$ cat src/rtl/seg_display_arbiter.sv
// seg_display_arbiter
// Shares the 8-digit seven-segment display between three 32-bit sources:
// status word, memory-inspect word and a held snapshot of the last CPU store.
// A registered source FSM picks the word, a prescaler paces the digit scan,
// and the scanned word is latched once per frame so it never tears.
//
// Ports:
//   CLK100MHZ    in   board clock, rising edge
//   resetn       in   synchronous active-low reset
//   wr_evt       in   CPU store strobe (level-sampled)
//   wr_adr       in   [31:0] store address
//   wr_data      in   [31:0] store data
//   show         in   1 = memory view, 0 = status view
//   mem_data     in   [31:0] memory-inspect word
//   status_data  in   [31:0] status word
//   seg          out  [6:0] segments {g,f,e,d,c,b,a}, active-low
//   an           out  [7:0] digit enables, active-low one-hot
//   src          out  [1:0] current source: 0 STATUS, 1 MEM, 2 HOLD
module seg_display_arbiter #(
    parameter int unsigned SCAN_DIV    = 262144,
    parameter int unsigned HOLD_CYCLES = 100000000
) (
    input  logic        CLK100MHZ,
    input  logic        resetn,
    input  logic        wr_evt,
    input  logic [31:0] wr_adr,
    input  logic [31:0] wr_data,
    input  logic        show,
    input  logic [31:0] mem_data,
    input  logic [31:0] status_data,
    output logic [6:0]  seg,
    output logic [7:0]  an,
    output logic [1:0]  src
);

    localparam int unsigned PRE_W  = $clog2(SCAN_DIV);
    localparam int unsigned HOLD_W = $clog2(HOLD_CYCLES + 1);

    localparam logic [1:0] ST_STATUS = 2'd0;
    localparam logic [1:0] ST_MEM    = 2'd1;
    localparam logic [1:0] ST_HOLD   = 2'd2;

    logic [1:0]        state;
    logic [1:0]        state_next;
    logic [HOLD_W-1:0] hold_cnt;
    logic [HOLD_W-1:0] hold_cnt_next;
    logic [31:0]       hold_reg;
    logic [31:0]       hold_reg_next;

    logic [PRE_W-1:0]  pre;
    logic              tick;
    logic [2:0]        idx;
    logic [31:0]       frame;
    logic [31:0]       sel_word;
    logic [3:0]        nibble;

    // Only the word-address byte of the store address and the low half of
    // the store data are shown; the rest is intentionally dropped.
    logic unused_bits;
    assign unused_bits = ^{wr_adr[31:10], wr_adr[1:0], wr_data[31:16]};

    // Hex digit to active-low segments {g,f,e,d,c,b,a}
    function automatic logic [6:0] hex7(input logic [3:0] n);
        case (n)
            4'h0:    hex7 = 7'b1000000;
            4'h1:    hex7 = 7'b1111001;
            4'h2:    hex7 = 7'b0100100;
            4'h3:    hex7 = 7'b0110000;
            4'h4:    hex7 = 7'b0011001;
            4'h5:    hex7 = 7'b0010010;
            4'h6:    hex7 = 7'b0000010;
            4'h7:    hex7 = 7'b1111000;
            4'h8:    hex7 = 7'b0000000;
            4'h9:    hex7 = 7'b0010000;
            4'hA:    hex7 = 7'b0001000;
            4'hB:    hex7 = 7'b0000011;
            4'hC:    hex7 = 7'b1000110;
            4'hD:    hex7 = 7'b0100001;
            4'hE:    hex7 = 7'b0000110;
            default: hex7 = 7'b0001110;
        endcase
    endfunction

    // Source FSM next state; a store event always wins.
    // The counter is loaded with HOLD_CYCLES so src reads HOLD from the event
    // edge through HOLD_CYCLES edges later, leaving on the edge after it hits 0.
    always_comb begin
        state_next    = state;
        hold_cnt_next = hold_cnt;
        hold_reg_next = hold_reg;
        if (wr_evt) begin
            state_next    = ST_HOLD;
            hold_reg_next = {8'hEE, wr_adr[9:2], wr_data[15:0]};
            hold_cnt_next = HOLD_W'(HOLD_CYCLES);
        end else begin
            case (state)
                ST_HOLD: begin
                    if (hold_cnt == '0) begin
                        state_next = show ? ST_MEM : ST_STATUS;
                    end else begin
                        hold_cnt_next = hold_cnt - HOLD_W'(1);
                    end
                end
                default: state_next = show ? ST_MEM : ST_STATUS;
            endcase
        end
    end

    // Source FSM registers
    always_ff @(posedge CLK100MHZ) begin
        if (!resetn) begin
            state    <= ST_STATUS;
            hold_cnt <= '0;
            hold_reg <= '0;
        end else begin
            state    <= state_next;
            hold_cnt <= hold_cnt_next;
            hold_reg <= hold_reg_next;
        end
    end

    assign src = state;

    always_comb begin
        case (state)
            ST_HOLD: sel_word = hold_reg;
            ST_MEM:  sel_word = mem_data;
            default: sel_word = status_data;
        endcase
    end

    assign tick   = (pre == PRE_W'(SCAN_DIV - 1));
    assign nibble = frame[{idx, 2'b00} +: 4];

    // Prescaler and digit scanner; frame reloads only after digit 7
    always_ff @(posedge CLK100MHZ) begin
        if (!resetn) begin
            pre   <= '0;
            idx   <= '0;
            frame <= '0;
            an    <= 8'hFF;
            seg   <= 7'h7F;
        end else begin
            pre <= tick ? '0 : pre + PRE_W'(1);
            if (tick) begin
                an  <= ~(8'b1 << idx);
                seg <= hex7(nibble);
                idx <= idx + 3'd1;
                if (idx == 3'd7) begin
                    frame <= sel_word;
                end
            end
        end
    end

endmodule
$ cat config.mk
export PLATFORM = sky130hd
export DESIGN_NAME = seg_display_arbiter
export DESIGN_NICKNAME = d
export VERILOG_FILES = /design/src/rtl/seg_display_arbiter.sv
export SDC_FILE = /design/constraint.sdc
export NUM_CORES = 1
export LEC_CHECK = 0
export ABC_AREA = 1
export BUFFER_PORTS_ARGS = -buffer_cell sky130_fd_sc_hd__buf_2
export CORE_ASPECT_RATIO = 0.8
export CORE_UTILIZATION = 59
export CTS_CLUSTER_DIAMETER = 120
export DETAILED_ROUTE_END_ITERATION = 8
export HOLD_SLACK_MARGIN = 0.05
export PLACE_DENSITY = 0.86
export RECOVER_POWER = 100
export SLEW_MARGIN = 20
export SYNTH_ARGS = -nofsm -noshare
export SYNTH_HDL_FRONTEND = slang
export SYNTH_SLANG_ARGS = --single-unit
$ cat constraint.sdc
create_clock -name CLK100MHZ -period 4.91 [get_ports CLK100MHZ]
set_clock_uncertainty 0.15 [all_clocks]
set_input_delay 0.491 -clock CLK100MHZ [delete_from_list [all_inputs] [get_ports CLK100MHZ]]
set_output_delay 0.491 -clock CLK100MHZ [all_outputs]
set_load 0.005 [all_outputs]
Word level (Yosys, flattened, before mapping)
Memories as Yosys holds them, arrays and structs flattened. A register that Yosys moved wholly into a read port is not among the register bits.
Cells that the tools add are included.
{ "totals": {"ff_bits": 115, "latch_bits": 0, "mem_bits_rw": 0, "rom_bits": 112, "input_bits": 132, "output_inout_bits": 17, "memories": 1} }
{ "classes": {"add_sub_neg": 3, "mul": 0, "div": 0, "magnitude_cmp": 0, "n_eq_ne": 7, "n_shift": 2, "n_mux": 8, "bitwise_logic": 3, "reduce_logical": 8} }
{ "memory_table": {"columns": ["memory", "depth", "width", "rd", "rd_ports_with_merged_regs", "write_ports", "line", "text"], "rows": [
  ["(name not given)", 16, 7, 1, 1, 0, "64", "case (n)"]
]} }
{ "op_table": {"columns": ["op", "count"], "rows": [
  ["27-bit 2-to-1 mux", 3],
  ["32-bit case mux with 2 select lines", 1],
  ["32-bit by 6-bit indexed part select with 4-bit output", 1],
  ["27-bit logical NOT", 1],
  ["27-bit by 1-bit subtractor with 27-bit output, second input constant", 1],
  ["18-bit by 1-bit adder with 18-bit output, second input constant", 1],
  ["18-bit equality test, second input constant", 1],
  ["8-bit inverter", 1],
  ["1-bit by 3-bit << shifter with 8-bit output, first input constant", 1],
  ["2-bit 2-to-1 mux", 3],
  ["2-bit AND reduction", 3],
  ["2-bit inequality test, second input constant", 2],
  ["2-bit OR reduction", 2],
  ["3-bit by 1-bit adder with 3-bit output, second input constant", 1],
  ["3-bit equality test, second input constant", 1],
  ["3-bit inequality test, second input constant", 1],
  ["2-bit by 1-bit equality test with 1-bit output, second input constant", 1],
  ["2-bit equality test, second input constant", 1],
  ["1-bit inverter", 2],
  ["2-bit nonzero test", 1],
  ["1-bit logical NOT", 1],
  ["1-bit 2-to-1 mux", 1]
]} }

Logic depth before layout (Yosys ltp)
Gate-level depths: netlist (run 1).
{ "depth": {"ltp_word": 4, "depth_mapped": 15, "mapped_depth_nobuf": 13} }

Least setup slack after synthesis (run 1)
OpenSTA, ideal clock, no wires.
{ "synth_path": {"path_type": "register to register", "from": "reg idx[0]", "to": "reg seg[3]", "arrival_ps": 1766, "t_required_ps": 4651, "slack_ps": 2885, "stages_incl_launch_ff": 15, "path_buffers": 2, "period_less_slack_ps": 2025, "path_cell_list": "dfxtp_1 buf_2 inv_2 buf_2 o21ai_0 nand3_1 nand2_1 inv_1 ha_1 nand3_1 nand2_1 nand2_1 nand3_1 nand2_1 inv_1"} }
{ "synth_via": {"elab_chain_len": 1} }
{ "synth_lines": {"columns": ["element", "line", "text"], "rows": [
  ["from (decl)", "52", "logic [2:0] idx;"],
  ["from (signal assigned)", "148", "idx <= idx + 3'd1;"],
  ["32-bit by 6-bit indexed part select with 4-bit output", "133", "assign nibble = frame[{idx, 2'b00} +: 4];"],
  ["to (decl)", "31", "output logic [6:0] seg,"]
]} }
Every way passes these cells.
A chain may end at the register's enable or synchronous reset.

Final worst setup path (run 1)
{ "layout_path": {"from": "in resetn", "to": "reg hold_cnt[4]"} }
{ "layout_via": {"elab_chain_len": 2} }
{ "layout_lines": {"columns": ["element", "line", "text"], "rows": [
  ["from (decl)", "24", "input logic resetn,"],
  ["1-bit inverter (no line)", null, null],
  ["2-bit OR reduction (no line)", null, null],
  ["to (signal assigned)", "117", "hold_cnt <= hold_cnt_next;"],
  ["to (decl)", "45", "logic [HOLD_W-1:0] hold_cnt;"]
]} }
Every way passes these cells.

==> impl_metrics.csv, run 1 <==
group,metric,value,unit
status,outcome,"finished with violations",
status,violations,"capacitance limit, slew limit",
floorplanning,die_h,95.1,um
floorplanning,start_util,61.5,%
logic_synthesis,yosysWarningCount,0,
clock_tree,cts_setup_buffers,0,
setup_path,reg2reg_setup_slack,1380,ps
clock_tree,cts_sinks,122,
global_route,overflow,0,
setup_path,critPathLaunch,"resetn",
detailed_routing,antenna_left,0,
floorplanning,ios,149,
global_route,grt_max_degree,40,
clock_tree,h-tree-depth,4,
setup_path,critPathCaptureType,"register",
place,post-place-ws,2080,ps
cells_and_area,regArea,2440,um2
logic_synthesis,synth.distinct_cells,35,
floorplanning,die_area,11300,um2
sta,worstMarginPinSlew,1830,ps
power,power.total,2.56,mW
clock_tree,cts_tree,"done",
cells_and_area,layout-drive-gt1-share,13.2,%
logic_synthesis,synthesis.instances,995,
hold_path,min_path_type,"input pin to register",
detailed_routing,finalWirelength,16200,um
logic_synthesis,yosysMostFrequentCell,"nand2_1",
clock_tree,clk_latency,410,ps
place,numPortBuffers,108,
detailed_routing,vias,6668,
place,place_congestion,0.939,
sta,hold_ws,149,ps
power,pwr_density_cell,342,nW/um2
power,ir_drop,0.243,mV
setup_path,crit_fanout,39,
floorplanning,die_x,118,um
setup_path,critPathArrivalTime,3730,ps
setup_path,cp-endpoint,"hold_cnt[4]",
logic_synthesis,synth.avg_cell_area,6.43,um2
setup_path,start_kind,"input pin",
cells_and_area,num_antenna_cells,0,
setup_path,rr_startpoint,"src[0]",
floorplanning,core,10400,um2
global_route,grt_pass1_vias,6133,
floorplanning,rows,33,
cells_and_area,fillCellCount,892,
logic_synthesis,synth_nets,1143,
sta,rsz0062_at_grt,"false",
clock_tree,cts_hold_buf,0,
clock_tree,cts_max_path_buffers,2,
clock_tree,numCtsBuffers,17,
power,p_leak,3.35,nW
cells_and_area,area_growth,17.0,%
logic_synthesis,yosysSeqAreaShare,38.2,%
clock_tree,cts_root_buffer,"clkbuf_16",
logic_synthesis,synth_async_sr_flop_share,0,%
global_route,grt_pass1_wl,27400,um
logic_synthesis,yosys-top-cells-count,"nand2_1, nor2_1, nand3_1, dfxtp_1, inv_1",
sta,setup_violations,0,
sta,min_period_over_period,72.2,%
detailed_routing,drc_errors,0,
detailed_routing,wl_per_cell,13.2,um
logic_synthesis,synthDominantCellAreaShare,38.2,%
cells_and_area,largest_reg_flops,32,
sta,max_clock_freq,282,MHz
clock_tree,cts_resized,0,
sta,worst_slack,1370,ps
sta,post-route-min-period,3540,ps
cells_and_area,multi_input_area,3400,um2
logic_synthesis,yosys_register_bits,122,
sta,hold_violations,0,
detailed_routing,drt_iter0_markers,636,
sta,slew_headroom,-22.1,%
logic_synthesis,synth.area.top_cells,"dfxtp_1, nand2_1, nand3_1, nor2_1, a21oi_1",
sta,setup_tns,0,ps
cells_and_area,nNetsFinal,1227,
logic_synthesis,synth_area_leader_cell,"dfxtp_1",
detailed_routing,viasPerCell,5.42,
sta,drv_slew,80,
setup_path,critPathRequiredTime,5100,ps
clock_tree,clkTransAtPathRegs,60,ps
global_route,antenna_found_initial,2,
global_route,grt_use_total,30.2,%
logic_synthesis,synth_edf_count,0,
setup_path,reg2reg_depth,10,
detailed_routing,drt_pass1_iterations,6,
logic_synthesis,synth-main-ff-cell,"dfxtp_1",
logic_synthesis,netlist_area,6400,um2
hold_path,hold-path-cell-count,3,
setup_path,critical_path_class,"input pin to register",
setup_path,r2r-end,"hold_cnt[13]",
place,hpwl,10700,um
job,cap_viol_max_count,2,
==> final cells by class <==
cell class / instances / area share [%]
tap: 140 / 2.34
sequential: 122 / 32.6
inverter: 90 / 4.55
clock inverter: 11 / 1.96
multi-input combinational: 737 / 45.4
timing repair buffer: 111 / 7.20
clock buffer: 20 / 5.97
==> through the flow <==
step                util, %  area, um2  std cells
detailed placement     66.5       6920       1200
global placement       66.5       6920       1200
floorplan                 -       6400        995
finish                 72.0       7490       1231
CTS                    72.2       7520       1231
global route           72.0       7490       1231
==> placed cells by master, fill, tap and decap left out, types with 11 or more instances in the layout <==
cell / instances
ha_1: 16
clkbuf_16: 17
inv_1: 79
dfxtp_1: 122
xor2_1: 11
buf_2: 92
nand2_1: 279
clkbuf_1: 19
nor2_1: 157
nand3_1: 127
o21ai_0: 39
a21oi_1: 65
==> worst min path at each step <==
stage                startpoint      endpoint  slack, ps
detailed placement       pre[0]        pre[0]        290
floorplan                pre[0]        pre[0]        270
global placement         pre[0]        pre[0]        280
global route          wr_adr[7]  hold_reg[21]        160
finish               wr_data[9]   hold_reg[9]        150
CTS                 wr_data[13]  hold_reg[13]        150
==> power breakdown <==
group	switching (mW)	internal, mW	leakage [nW]
clock	0.448	0.807	0.275
sequential	0.0213	1.02	0.996
combinational	0.173	0.0952	2.08
total	0.642	1.92	3.35
==> kinds of logic (layout without fill, tap and decap cells) <==
group | Yosys count | after routing | share of synthesized area [%]
DFF | 122 | 122 | 38.2
AOI/OAI and AO/OA | 112 | 112 | 8.98
and+or+nand+nor | 594 | 594 | 39.0
buffers and inverters | 136 | 232 | 8.66
adders and majority gates | 16 | 16 | 3.13
xor gates and xnor gates | 15 | 15 | 2.05
==> critical path, stage by stage <==
cell      delay [ps]
clkbuf_1        1180
inv_1           1020
nor2_1           530
inv_1            290
a21oi_1          200
==> layer usage <==
layer	wire length, um	up-vias	track usage, %
met4	379	2	12.3
met5	11	-	0
met3	1040	44	7.18
li1	-	3336	-
met2	7610	243	52.5
met1	7180	3043	36.5
Note: power is estimated with default switching activity, not from simulation.
==> inputs of run 2 (changes only) <==
Settings changed: ABC_AREA 1 to 0, CORE_UTILIZATION 59 to 48, PLACE_DENSITY 0.86 to 0.76.
Clock period 4.91 ns to 3.17 ns, I/O delays scaled along.
==> run 2 against run 1 <==
  * The flow still finishes with violations (capacitance limit, slew limit)
  * Hold slack worse by 77 ps
  * Register-to-register slack worse by 1100 ps
  * Wire length is 8.3% lower
  * Combinational power is 38% higher
  * Synthesized cell count is 35% lower
  * Global-route usage is 5.8 points lower
==> impl_metrics.csv, run 2 <==
group,metric,value,unit
sta,min_period_over_period,90.5,%
setup_path,critical_path_class,"register to register",
clock_tree,clk_latency,410,ps
detailed_routing,finalWirelength,14900,um
logic_synthesis,synthesis.instances,647,
sta,drv_slew,29,
clock_tree,cts_max_path_buffers,2,
detailed_routing,drc_errors,0,
hold_path,min_path_type,"input pin to register",
sta,post-route-min-period,2870,ps
sta,worst_slack,303,ps
logic_synthesis,synth_nets,795,
cells_and_area,final_cell_mix,"dfxtp_1, buf_2, nor2_1",
setup_path,max_stage_delay,600,ps
floorplanning,rows,35,
job,cap_viol_max_count,1,
logic_synthesis,synthDominantCellAreaShare,41.5,%
place,dp_cells,870,
sta,worstMarginPinSlew,2080,ps
place,hpwl,10100,um
logic_synthesis,synth.avg_cell_area,9.09,um2
power,ir_drop,0.329,mV
setup_path,slowest_stage,"nor4_2",
setup_path,crit_fanout,6,
logic_synthesis,yosysMostFrequentCell,"dfxtp_1",
power,p_leak,2.98,nW
detailed_routing,drt_iter0_markers,412,
setup_path,critPathArrivalTime,3060,ps
status,violations,"capacitance limit, slew limit",
detailed_routing,drt_pass1_iterations,5,
logic_synthesis,yosysWarningCount,0,
detailed_routing,viasPerCell,5.80,
detailed_routing,vias,5380,
cells_and_area,largest_reg_flops,32,
cells_and_area,nNetsFinal,915,
power,pwr_density_cell,546,nW/um2
floorplanning,start_util,50.1,%
place,place_congestion,0.832,
sta,hold_violations,0,
sta,max_clock_freq,349,MHz
logic_synthesis,synth_async_sr_flop_share,0,%
floorplanning,die_area,12700,um2
logic_synthesis,synth_area_leader_cell,"dfxtp_1",
place,numPortBuffers,108,
clock_tree,h-tree-depth,4,
logic_synthesis,synth.distinct_cells,61,
setup_path,worstPathCellList,"inv_1, ha_1, or4b_1, nor4_2, or4b_1, xor2_1, a21oi_1",
global_route,grt_max_degree,35,
clock_tree,clkTransAtPathRegs,60,ps
cells_and_area,num_antenna_cells,0,
global_route,antenna_found_initial,0,
detailed_routing,antenna_left,0,
logic_synthesis,netlist_area,5880,um2
cells_and_area,layout-drive-gt1-share,21.5,%
clock_tree,numCtsBuffers,17,
clock_tree,cts_sinks,122,
global_route,grt_pass1_wl,24700,um
power,power.total,4.02,mW
floorplanning,ios,149,
setup_path,critPathMostFrequentCell,"or4b_1",
clock_tree,cts_tree,"done",
cells_and_area,fillCellCount,941,
setup_path,crit_family,"simple AND/OR/NAND/NOR gates",
logic_synthesis,synth_edf_count,0,
global_route,overflow,0,
clock_tree,cts_setup_buffers,0,
status,outcome,"finished with violations",
clock_tree,cts_root_buffer,"clkbuf_16",
cells_and_area,area_growth,25.1,%
sta,setup_tns,0,ps
floorplanning,die_h,101,um
sta,setup_violations,0,
logic_synthesis,synth.area.top_cells,"dfxtp_1, mux2i_1, a21oi_1, nor2_1, a221o_1",
setup_path,critPathRequiredTime,3360,ps
floorplanning,core,11700,um2
cells_and_area,finalNonFillerCells,928,
setup_path,critPathCaptureType,"register",
setup_path,critPathBufInv,1,
sta,hold_ws,71.4,ps
logic_synthesis,yosysSeqAreaShare,41.5,%
logic_synthesis,yosys_register_bits,122,
setup_path,start_kind,"register",
detailed_routing,wl_per_cell,16.0,um
logic_synthesis,synth-main-ff-cell,"dfxtp_1",
global_route,grt_pass1_vias,5144,
place,post-place-ws,447,ps
floorplanning,die_x,126,um
sta,slew_headroom,-38.3,%
global_route,grt_use_total,24.4,%
logic_synthesis,yosys-top-cells-count,"dfxtp_1, nor2_1, a21oi_1, nand2_1, clkbuf_1",
sta,rsz0062_at_grt,"false",
cells_and_area,final_common_cell,"dfxtp_1",
[run 2: changes by cell type after synthesis, moves of 8 or more]
| cell | change |
|---|---|
| inv_1 | -64 |
| buf_2 | -9 |
| nand3_1 | -115 |
| nor2_1 | -88 |
| mux4_2 | +8 |
| clkbuf_1 | +21 |
| and3_1 | +13 |
| a21oi_1 | -9 |
| o21ai_0 | -13 |
| or3_1 | +8 |
| a221o_1 | +24 |
| o211ai_1 | +30 |
| nand2_1 | -227 |
| mux2i_1 | +30 |
[run 2: cell type report]
type / instances / area (um2) / share of cell area, %
Multi-Input combinational cell: 461 / 3170 / 43.0
Sequential cell: 122 / 2440 / 33.2
Timing Repair Buffer: 149 / 881 / 12.0
Clock buffer: 20 / 457 / 6.20
Tap cell: 148 / 185 / 2.52
Clock inverter: 12 / 171 / 2.33
Inverter: 16 / 60.1 / 0.816
[run 2: final timing paths]
check                               startpoint  slack [ps]           end  depth (start not counted)
worst max-delay path               hold_cnt[0]         300  hold_cnt[22]                          7
worst min-delay path            status_data[7]          70      frame[7]                          3
worst max register to register     hold_cnt[0]         300  hold_cnt[22]                          7
worst min register to register       frame[16]         300     frame[16]                          2
[run 2: what timing repair did]
action	CTS	global route
resized for setup	0	0
hold endpoints to repair	26	0
hold buffers	26	0
[run 2: per-layer routing]
| layer | global-route usage, % | part of all wire, % |
|---|---|---|
| met1 | 31.0 | 45 |
| met2 | 41.1 | 48 |
| met3 | 5.25 | 6.5 |
| met4 | 8.80 | 0.94 |
| met5 | 0 | 0 |
[run 2: power breakdown]
group	switching (mW)	total (mW)	leakage [nW]	internal, mW
registers	0.0350	1.61	0.994	1.58
logic	0.199	0.370	1.69	0.172
clock network	0.688	2.04	0.302	1.35
total	0.921	4.02	2.98	3.10
[run 2: worst min-delay path: cells and delay by family]
family                 cells  cell delay, ps
AO/OA/AOI/OAI              2             200
buffers and inverters      1              80
[run 2: kinds of logic (layout without fill, tap and decap cells)]
logic type,count (synthesis),in the layout,share of synthesized area [%]
buffers and inverters,64,197,4.27
multiplexers,41,41,8.74
AO/OA/AOI/OAI,172,172,20.5
adder cells (fa/ha/maj),16,16,3.40
XOR/XNOR,26,26,3.87
flip-flops,122,122,41.5
AND/OR/NAND/NOR,206,206,17.7
[run 2: through the flow]
stage / cell area [um2] / util [%]
after floorplan: 5880 / -
after global placement: 6530 / 55.6
after detailed placement: 6530 / 55.6
after CTS: 7420 / 63.2
after global routing: 7360 / 62.7
final: 7360 / 62.7
